File: src/rtl/perceptron_pkg.sv
// Shared types and helpers for the perceptron training controller.
// sat_add works on a wide signed container and clamps to a caller-chosen width.
package perceptron_pkg;

    typedef enum logic [2:0] {
        S_IDLE,
        S_INIT,
        S_FETCH,
        S_EVAL,
        S_UPDATE,
        S_NEXT,
        S_CHECK,
        S_DONE
    } state_e;

    localparam int N_SAMPLES = 200;
    localparam int SAT_W     = 32;

    // Callers keep both operands and w well below SAT_W, so the wide sum is exact.
    function automatic logic signed [SAT_W-1:0] sat_add(
        input logic signed [SAT_W-1:0] a,
        input logic signed [SAT_W-1:0] d,
        input int                      w
    );
        logic signed [SAT_W:0] sum;
        logic signed [SAT_W:0] hi;
        logic signed [SAT_W:0] lo;
        sum = $signed({a[SAT_W-1], a}) + $signed({d[SAT_W-1], d});
        hi  = ($signed((SAT_W+1)'(1)) <<< (w - 1)) - 1;
        lo  = ~hi;
        if (sum > hi)
            return hi[SAT_W-1:0];
        else if (sum < lo)
            return lo[SAT_W-1:0];
        return sum[SAT_W-1:0];
    endfunction

endpackage

File: src/rtl/perceptron_update_unit.sv
// Combinational perceptron math: full-precision net, prediction y and the
// saturated next values of w1, w2 and b for the current sample.
module perceptron_update_unit
    import perceptron_pkg::*;
#(
    parameter int DW = 8,
    parameter int WW = 16
) (
    input  logic signed [WW-1:0] w1_i,
    input  logic signed [WW-1:0] w2_i,
    input  logic signed [WW-1:0] b_i,
    input  logic signed [DW-1:0] x1_i,
    input  logic signed [DW-1:0] x2_i,
    input  logic                 t_i,
    output logic                 y_o,
    output logic [WW-1:0]        w1_o,
    output logic [WW-1:0]        w2_o,
    output logic [WW-1:0]        b_o
);
    localparam int NW = DW + WW + 2;

    logic signed [NW-1:0]    net;
    logic signed [SAT_W-1:0] d1, d2, db;

    always_comb begin
        net  = NW'(w1_i) * NW'(x1_i) + NW'(w2_i) * NW'(x2_i) + NW'(b_i);
        y_o  = (net >= 0);
        d1   = t_i ? SAT_W'(x1_i) : -SAT_W'(x1_i);
        d2   = t_i ? SAT_W'(x2_i) : -SAT_W'(x2_i);
        db   = t_i ? SAT_W'(1) : -SAT_W'(1);
        w1_o = WW'(sat_add(SAT_W'(w1_i), d1, WW));
        w2_o = WW'(sat_add(SAT_W'(w2_i), d2, WW));
        b_o  = WW'(sat_add(SAT_W'(b_i), db, WW));
    end

endmodule

File: src/rtl/perceptron_train_ctrl.sv
// Perceptron training FSM: walks the sample counter epoch by epoch, applies
// the perceptron rule on misclassified samples and stops on convergence or epoch limit.
module perceptron_train_ctrl
    import perceptron_pkg::*;
#(
    parameter int DW        = 8,
    parameter int WW        = 16,
    parameter int MAX_EPOCH = 16,
    parameter int EW        = 5
) (
    input  logic          clk,
    input  logic          rst,
    input  logic          start,
    input  logic          cnt_cout,
    output logic          cnt_ld,
    output logic          cnt_en,
    input  logic [DW-1:0] x1,
    input  logic [DW-1:0] x2,
    input  logic          t,
    output logic [WW-1:0] w1,
    output logic [WW-1:0] w2,
    output logic [WW-1:0] b,
    output logic [EW-1:0] epoch,
    output logic          busy,
    output logic          done,
    output logic          converged
);
    state_e        state_q, state_d;
    logic [WW-1:0] w1_q, w1_d, w2_q, w2_d, b_q, b_d;
    logic [EW-1:0] epoch_q, epoch_d;
    logic          err_q, err_d, done_q, done_d, conv_q, conv_d;

    logic          y;
    logic [WW-1:0] w1_nxt, w2_nxt, b_nxt;
    logic          last_epoch;

    perceptron_update_unit #(.DW(DW), .WW(WW)) u_upd (
        .w1_i ($signed(w1_q)),
        .w2_i ($signed(w2_q)),
        .b_i  ($signed(b_q)),
        .x1_i ($signed(x1)),
        .x2_i ($signed(x2)),
        .t_i  (t),
        .y_o  (y),
        .w1_o (w1_nxt),
        .w2_o (w2_nxt),
        .b_o  (b_nxt)
    );

    assign last_epoch = ((epoch_q + 1'b1) == EW'(MAX_EPOCH));

    always_comb begin
        state_d = state_q;
        w1_d    = w1_q;
        w2_d    = w2_q;
        b_d     = b_q;
        epoch_d = epoch_q;
        err_d   = err_q;
        done_d  = done_q;
        conv_d  = conv_q;
        case (state_q)
            // done/converged drop as soon as a new run is accepted
            S_IDLE, S_DONE: if (start) begin
                state_d = S_INIT;
                done_d  = 1'b0;
                conv_d  = 1'b0;
            end
            S_INIT: begin
                w1_d    = '0;
                w2_d    = '0;
                b_d     = '0;
                epoch_d = '0;
                err_d   = 1'b0;
                done_d  = 1'b0;
                conv_d  = 1'b0;
                state_d = S_FETCH;
            end
            S_FETCH:  state_d = S_EVAL;
            S_EVAL:   state_d = (y != t) ? S_UPDATE : S_NEXT;
            S_UPDATE: begin
                w1_d    = w1_nxt;
                w2_d    = w2_nxt;
                b_d     = b_nxt;
                err_d   = 1'b1;
                state_d = S_NEXT;
            end
            S_NEXT:   state_d = cnt_cout ? S_CHECK : S_FETCH;
            S_CHECK: begin
                epoch_d = epoch_q + 1'b1;
                if (!err_q) begin
                    conv_d  = 1'b1;
                    done_d  = 1'b1;
                    state_d = S_DONE;
                end else if (last_epoch) begin
                    conv_d  = 1'b0;
                    done_d  = 1'b1;
                    state_d = S_DONE;
                end else begin
                    err_d   = 1'b0;
                    state_d = S_FETCH;
                end
            end
            default:  state_d = S_IDLE;
        endcase
    end

    always_ff @(posedge clk or posedge rst) begin
        if (rst) begin
            state_q <= S_IDLE;
            w1_q    <= '0;
            w2_q    <= '0;
            b_q     <= '0;
            epoch_q <= '0;
            err_q   <= 1'b0;
            done_q  <= 1'b0;
            conv_q  <= 1'b0;
        end else begin
            state_q <= state_d;
            w1_q    <= w1_d;
            w2_q    <= w2_d;
            b_q     <= b_d;
            epoch_q <= epoch_d;
            err_q   <= err_d;
            done_q  <= done_d;
            conv_q  <= conv_d;
        end
    end

    // The CHECK advance is what wraps the counter from 199 back to 0.
    assign cnt_ld    = (state_q == S_INIT);
    assign cnt_en    = ((state_q == S_NEXT) && !cnt_cout) ||
                       ((state_q == S_CHECK) && err_q && !last_epoch);
    assign busy      = (state_q != S_IDLE) && (state_q != S_DONE);
    assign w1        = w1_q;
    assign w2        = w2_q;
    assign b         = b_q;
    assign epoch     = epoch_q;
    assign done      = done_q;
    assign converged = conv_q;

endmodule

File: config.mk
export PLATFORM = sky130hd
export DESIGN_NAME = perceptron_train_ctrl
export DESIGN_NICKNAME = d
export VERILOG_FILES = /design/src/rtl/perceptron_pkg.sv /design/src/rtl/perceptron_update_unit.sv /design/src/rtl/perceptron_train_ctrl.sv
export SDC_FILE = /design/constraint.sdc
export NUM_CORES = 1
export LEC_CHECK = 0
export BUFFER_PORTS_ARGS = -buffer_cell sky130_fd_sc_hd__buf_2
export CAP_MARGIN = 25
export CORE_UTILIZATION = 40
export CTS_CLUSTER_SIZE = 25
export DETAILED_ROUTE_END_ITERATION = 10
export PLACE_DENSITY = 0.6
export SETUP_SLACK_MARGIN = 0.3
export SLEW_MARGIN = 0
export SYNTH_ARGS = -nofsm -noshare
export SYNTH_HDL_FRONTEND = slang
export SYNTH_SLANG_ARGS = --single-unit
File: constraint.sdc
create_clock -name clk -period 7.58 [get_ports clk]
set_input_delay 0.379 -clock clk [delete_from_list [all_inputs] [get_ports clk]]
set_output_delay 0.379 -clock clk [all_outputs]
set_load 0.01 [all_outputs]
==> results.ini, run 1 <==
[routing]
route.detailed.drc = 0
drt-initial-drc-count = 852
vias = 15400
drtAntennaViolNets = 0
drtPass1Iterations = 5
wl_per_cell_um = 17.3
viasPerCell = 5.48
wl_mm = 48.6

[final_layout]
drive_gt1_frac = 0.0875
n_antenna_cell = 0
syn2layout_area_growth_pct = 8.95
fillCellCount = 4414
design_area_sq_um = 19600
nets = 2675

[sta]
worst_slew_pin_slew_ns = 0.974
rsz0062_at_grt = no
hold_ws_ns = 0.300
finalCritPeriodShare = 0.918
hold_viol_final = 0
max_freq_mhz = 144
setup_tns_ns = 0
fin_skew_ns = 0.00996
period_needed_ns = 6.96
setup_viol = 0
setup_ws_ns = 0.620
maxSlewViolCount = 0
slew_headroom = 0.351

[clock_network]
cts_buffer_depth = 2
clock_latency_ns = 0.38
clock-sinks = 59
clk_pin_slew_ns = 0.06
root_buffer = clkbuf_16
cts_max_level = 3
cts_tree = done
cts_made_buffers = 9

[die]
num_rows = 77
start_util = 0.406
die_area_sq_um = 45700
io_pins = 79
core-area_sq_um = 44200
die_h_um = 214
die_w_um = 214

[synth]
synthArstFlopShare = 1.00
yosysSeqAreaShare = 0.0822
synthCells = 2161
synth_edf_count = 0
synth_area_sq_um = 18000
syn_nets = 2624
ys_ff_latch = 59
synthFlopType = dfrtp_1
synth_cell_types = 75
yosys_warnings = 0
syn-mean-instance-area_sq_um = 8.31

[critical_path]
cp-startpoint = w1[5]
critPathMaxFanout = 7
reg2reg_from = w1[5]
startpoint_type = flop
crit_type = reg -> reg
cp.required_ns = 7.81
cp.arrival_ns = 7.19
endpoint_kind = flop

[grt]
grt_use_total = 0.222
grt_pass1_wl_mm = 79.9
first_global_vias = 15400
antenna_found_initial = 0
grt_max_degree = 60
grt_overflow = 0

[placed_design]
place.gp.congestion = 0.918
place_ws_ns = -0.117
io_buffers = 78
dpl.hpwl_mm = 38.6
placed_cell_area_sq_um = 19000

[run]
drv_cap = 0

[hold_path]
min_path_type = in -> async

[outcome]
outcome = finished clean

## critical path, stage by stage, from the launching register on
cell and delay [ns]:
dfrtp_2 0.48, buf_4 0.18, and2_1 0.16, fa_1 0.50
fa_1 0.46, fa_1 0.52, fa_1 0.60, ha_4 0.23
or2_2 0.30, a21oi_2 0.16, a211oi_1 0.09, o21a_1 0.21
o21a_1 0.22, o41ai_4 0.34, o21ai_2 0.13, o41ai_2 0.24
xor2_1 0.12, fa_1 0.49, inv_1 0.05, ha_1 0.33
a2111oi_4 0.33, o211ai_1 0.16, a31oi_1 0.25, xnor2_1 0.15
a31oi_1 0.10
## through the flow
step / cells / util
6_report: 2808 / 0.442
5_1_grt: 2808 / 0.442
4_1_cts: 2792 / 0.437
3_5_place_dp: 2777 / 0.430
3_3_place_gp: 2777 / 0.430
2_1_floorplan: 2161 / -
## layout make-up
type | instances | area (sq um) | area share
clock inverters | 2 | 35.0 | 0.00179
inverters | 316 | 1190 | 0.0606
flip-flops and latches | 59 | 1490 | 0.0761
well taps | 592 | 741 | 0.0379
clock buffers | 13 | 260 | 0.0133
multi-input cells | 1697 | 15100 | 0.770
repair buffers | 129 | 783 | 0.0400
## final timing paths
path	endpoint	slack (ns)	cells after the start
max	state_q[0]	0.62	24
min	done	0.30	3
max reg2reg	state_q[0]	0.62	24
min reg2reg	converged	0.54	1
max in group asynchronous	w2[4]	6.59	3
min in group clk	state_q[1]	0.42	3
## Yosys cell counts (all sizes together) (4+ instances only)
library cell	number	area, sq um
a31o	4	35.0
xor2	37	324
clkbuf	80	302
nand4	15	93.8
dfrtp	59	1480
mux2i	4	40.0
o22ai	8	50.1
o211ai	14	110
nor3	39	195
nor2	117	439
nand2	151	567
o21a	19	143
a211oi	11	82.6
o21bai	14	105
a21oi	150	754
or3	7	43.8
a22oi	17	128
a221o	24	240
and3	17	106
o31ai	5	37.5
nand3	44	220
buf	9	56.3
a311oi	8	76.3
a21boi	5	41.3
ha	206	2580
or2	10	62.6
nor2b	14	87.6
inv	315	1180
o21ai	84	432
o2111ai	5	43.8
o41ai	5	43.8
nor4	5	31.3
a21o	50	375
a22o	4	35.0
a31oi	16	100
xnor2	80	701
and2	179	1120
a41oi	6	52.6
and4	7	61.3
fa	236	4720
a2111oi	5	43.8
a211o	11	96.3
nand2b	32	200
## placed cells by master (no fill, tap or decap), drive strengths merged, types with 37 or more instances in the layout
cell type  instances
nor2             117
xor2              37
a21oi            150
fa               236
nor3              39
dfrtp             59
buf              127
ha               206
inv              315
o21ai             84
nand3             44
a21o              50
nand2            151
and2             179
xnor2             80
## sequential cells by signal, indices dropped and copies added (netlist names)
name / cells
w1: 16
epoch: 5
w2: 16
err_q: 1
done: 1
state_q: 3
converged: 1
b: 16
## cell families (layout without fill, tap and decap cells)
logic type      count (synthesis)  after routing  share of synthesized area
mux                             7              7                    0.00411
buf+inv                       405            460                     0.0860
fa+ha+maj                     442            442                      0.407
xor+xnor                      117            117                     0.0571
compound gates                483            483                      0.179
simple gates                  648            648                      0.185
flops                          59             59                     0.0822
## layer usage
| metal | wire (um) | global-route usage |
|---|---|---|
| met5 | 0 | 0 |
| met4 | 807 | 0.0564 |
| met2 | 23500 | 0.373 |
| met1 | 22600 | 0.302 |
| met3 | 1700 | 0.0246 |
## repair_timing
action | CTS | global route
gates resized for setup | 9 | 22
setup endpoints to repair | 1 | 1
setup buffers | 0 | 16
gates cloned | 0 | 0
hold buffers | 0 | 0
pin swaps | 2 | 9
Power of run 1 is left out: the tool's default activity adds up to more than one toggle a clock period on the data nets, which glitch-free logic cannot reach.
==> run 2, diff against run 1 <==
--- a/config.mk
+++ b/config.mk
@@ -10,7 +10,7 @@
 export CORE_UTILIZATION = 40
 export CTS_CLUSTER_SIZE = 25
 export DETAILED_ROUTE_END_ITERATION = 10
-export PLACE_DENSITY = 0.6
+export PLACE_DENSITY_LB_ADDON = 0.05
 export SETUP_SLACK_MARGIN = 0.3
 export SLEW_MARGIN = 0
 export SYNTH_ARGS = -nofsm -noshare
==> run 2 against run 1 <==
Compared with the run above:
- fmax shrank 0.53%
- via count decreased by 1.4%
- die area stayed put
==> results.ini, run 2 (synthesized netlist as in run 1, its figures left out) <==
[critical_path]
cp.required_ns = 7.81
crit_type = reg -> reg
timing.rr.end = state_q[0]
cp.arrival_ns = 7.23
reg2reg_depth = 25
startpoint_type = flop
endpoint_kind = flop
reg2reg_from = w1[5]
critPathMaxFanout = 9
rrSetupSlack_ns = 0.58

[grt]
met1_usage = 0.315
grt_use_total = 0.223
gr-usage-met3 = 0.0291
grt_overflow = 0
grt_pass1_wl_mm = 79.7
grt_max_degree = 60
antenna_found_initial = 1
first_global_vias = 15000
globalRouteMet2Util = 0.357
busiest_layer = met2

[sta]
worst_slew_pin_slew_ns = 0.927
max_freq_mhz = 143
slew_headroom = 0.377
hold_viol_final = 0
fin_skew_ns = 0.00796
rsz0062_at_grt = no
setup_viol = 0
maxSlewViolCount = 0
finalCritPeriodShare = 0.923
setup_tns_ns = 0
period_needed_ns = 7.00

[routing]
drtAntennaViolNets = 0
drt-initial-drc-count = 941
drtPass1Iterations = 5
wl_per_cell_um = 17.4
wl_mm = 49.0
viasPerCell = 5.38
vias = 15200
route.detailed.drc = 0

[clock_network]
cts_tree = done
clk_pin_slew_ns = 0.05
cts_max_level = 3
root_buffer = clkbuf_16
cts_made_buffers = 9
clock_latency_ns = 0.38
clock-sinks = 59
cts_buffer_depth = 2
cts-hold-fix-buffers = 0

[final_layout]
drive_gt1_frac = 0.0974
n_antenna_cell = 0
layout_commonest_cell = inv_1
nets = 2688
syn2layout_area_growth_pct = 9.74
mostFrequentLayoutCells = inv_1, fa_1, ha_1

[die]
die_w_um = 214
core-area_sq_um = 44200
io_pins = 79
start_util = 0.406
die_area_sq_um = 45700
num_rows = 77
die_h_um = 214

[placed_design]
dpl.hpwl_mm = 39.3
place.gp.congestion = 0.882
io_buffers = 78

[run]
drv_cap = 0

[hold_path]
min_path_type = in -> async

[outcome]
outcome = finished clean

[run 2: per-layer routing]
| metal | vias up | part of all wire |
|---|---|---|
| met5 | - | 0 |
| met4 | 0 | 0.019 |
| met3 | 41 | 0.040 |
| met2 | 279 | 0.46 |
| met1 | 7464 | 0.48 |
| li1 | 7390 | - |
[run 2: worst max path at each step]
stage               slack [ns]  cells past startpoint  start          to
CTS                       0.32                     31  w1[0]  state_q[0]
detailed placement        0.15                     31  x1[4]  state_q[0]
global route              0.23                     24  w2[6]  state_q[0]
floorplan                 0.41                     30  x1[4]  state_q[0]
global placement          0.30                     30  x1[7]  state_q[0]
finish                    0.58                     25  w1[5]  state_q[0]
[run 2: area by class of cell]
type	count	area, sq um
tap	592	741
multi-input combinational	1697	15100
clock inverter	2	35.0
inverter	316	1190
clock buffer	13	260
timing repair buffer	142	892
sequential	59	1490
fill	4434	24500
[run 2: critical path, cell delays in order (launching register included)]
cell       delay [ns]
dfrtp_1          0.42
buf_4            0.20
and2_1           0.18
fa_1             0.57
fa_1             0.45
fa_1             0.45
fa_1             0.57
ha_4             0.23
or2_2            0.29
a21oi_1          0.20
a211oi_1         0.08
o21a_1           0.21
o21a_1           0.20
o41ai_2          0.31
buf_4            0.18
o21ai_2          0.07
o41ai_2          0.24
xor2_1           0.23
fa_1             0.46
inv_2            0.09
ha_4             0.21
a2111oi_4        0.35
o211ai_1         0.16
a31oi_1          0.23
xnor2_1          0.16
a31oi_1          0.11
[run 2: timing repair]
item,4_1_cts,5_1_grt
pin swaps,2,28
gates resized for setup,4,38
setup buffers,0,15
endpoints found under the setup margin,1,1
[run 2: per-stage QoR]
stage          cell area, sq um  utilization  setup WS (ns)  std cells  hold WS [ns]
2_1_floorplan             18000            -          0.412       2161         0.486
3_3_place_gp              19100        0.432          0.297       2790         0.524
3_5_place_dp              19100        0.432          0.149       2790         0.542
4_1_cts                   19400        0.439          0.319       2805         0.317
5_1_grt                   19700        0.446          0.225       2821        0.0656
6_report                  19700        0.446          0.583       2821        0.0462
Power of run 2 is left out for the same reason.
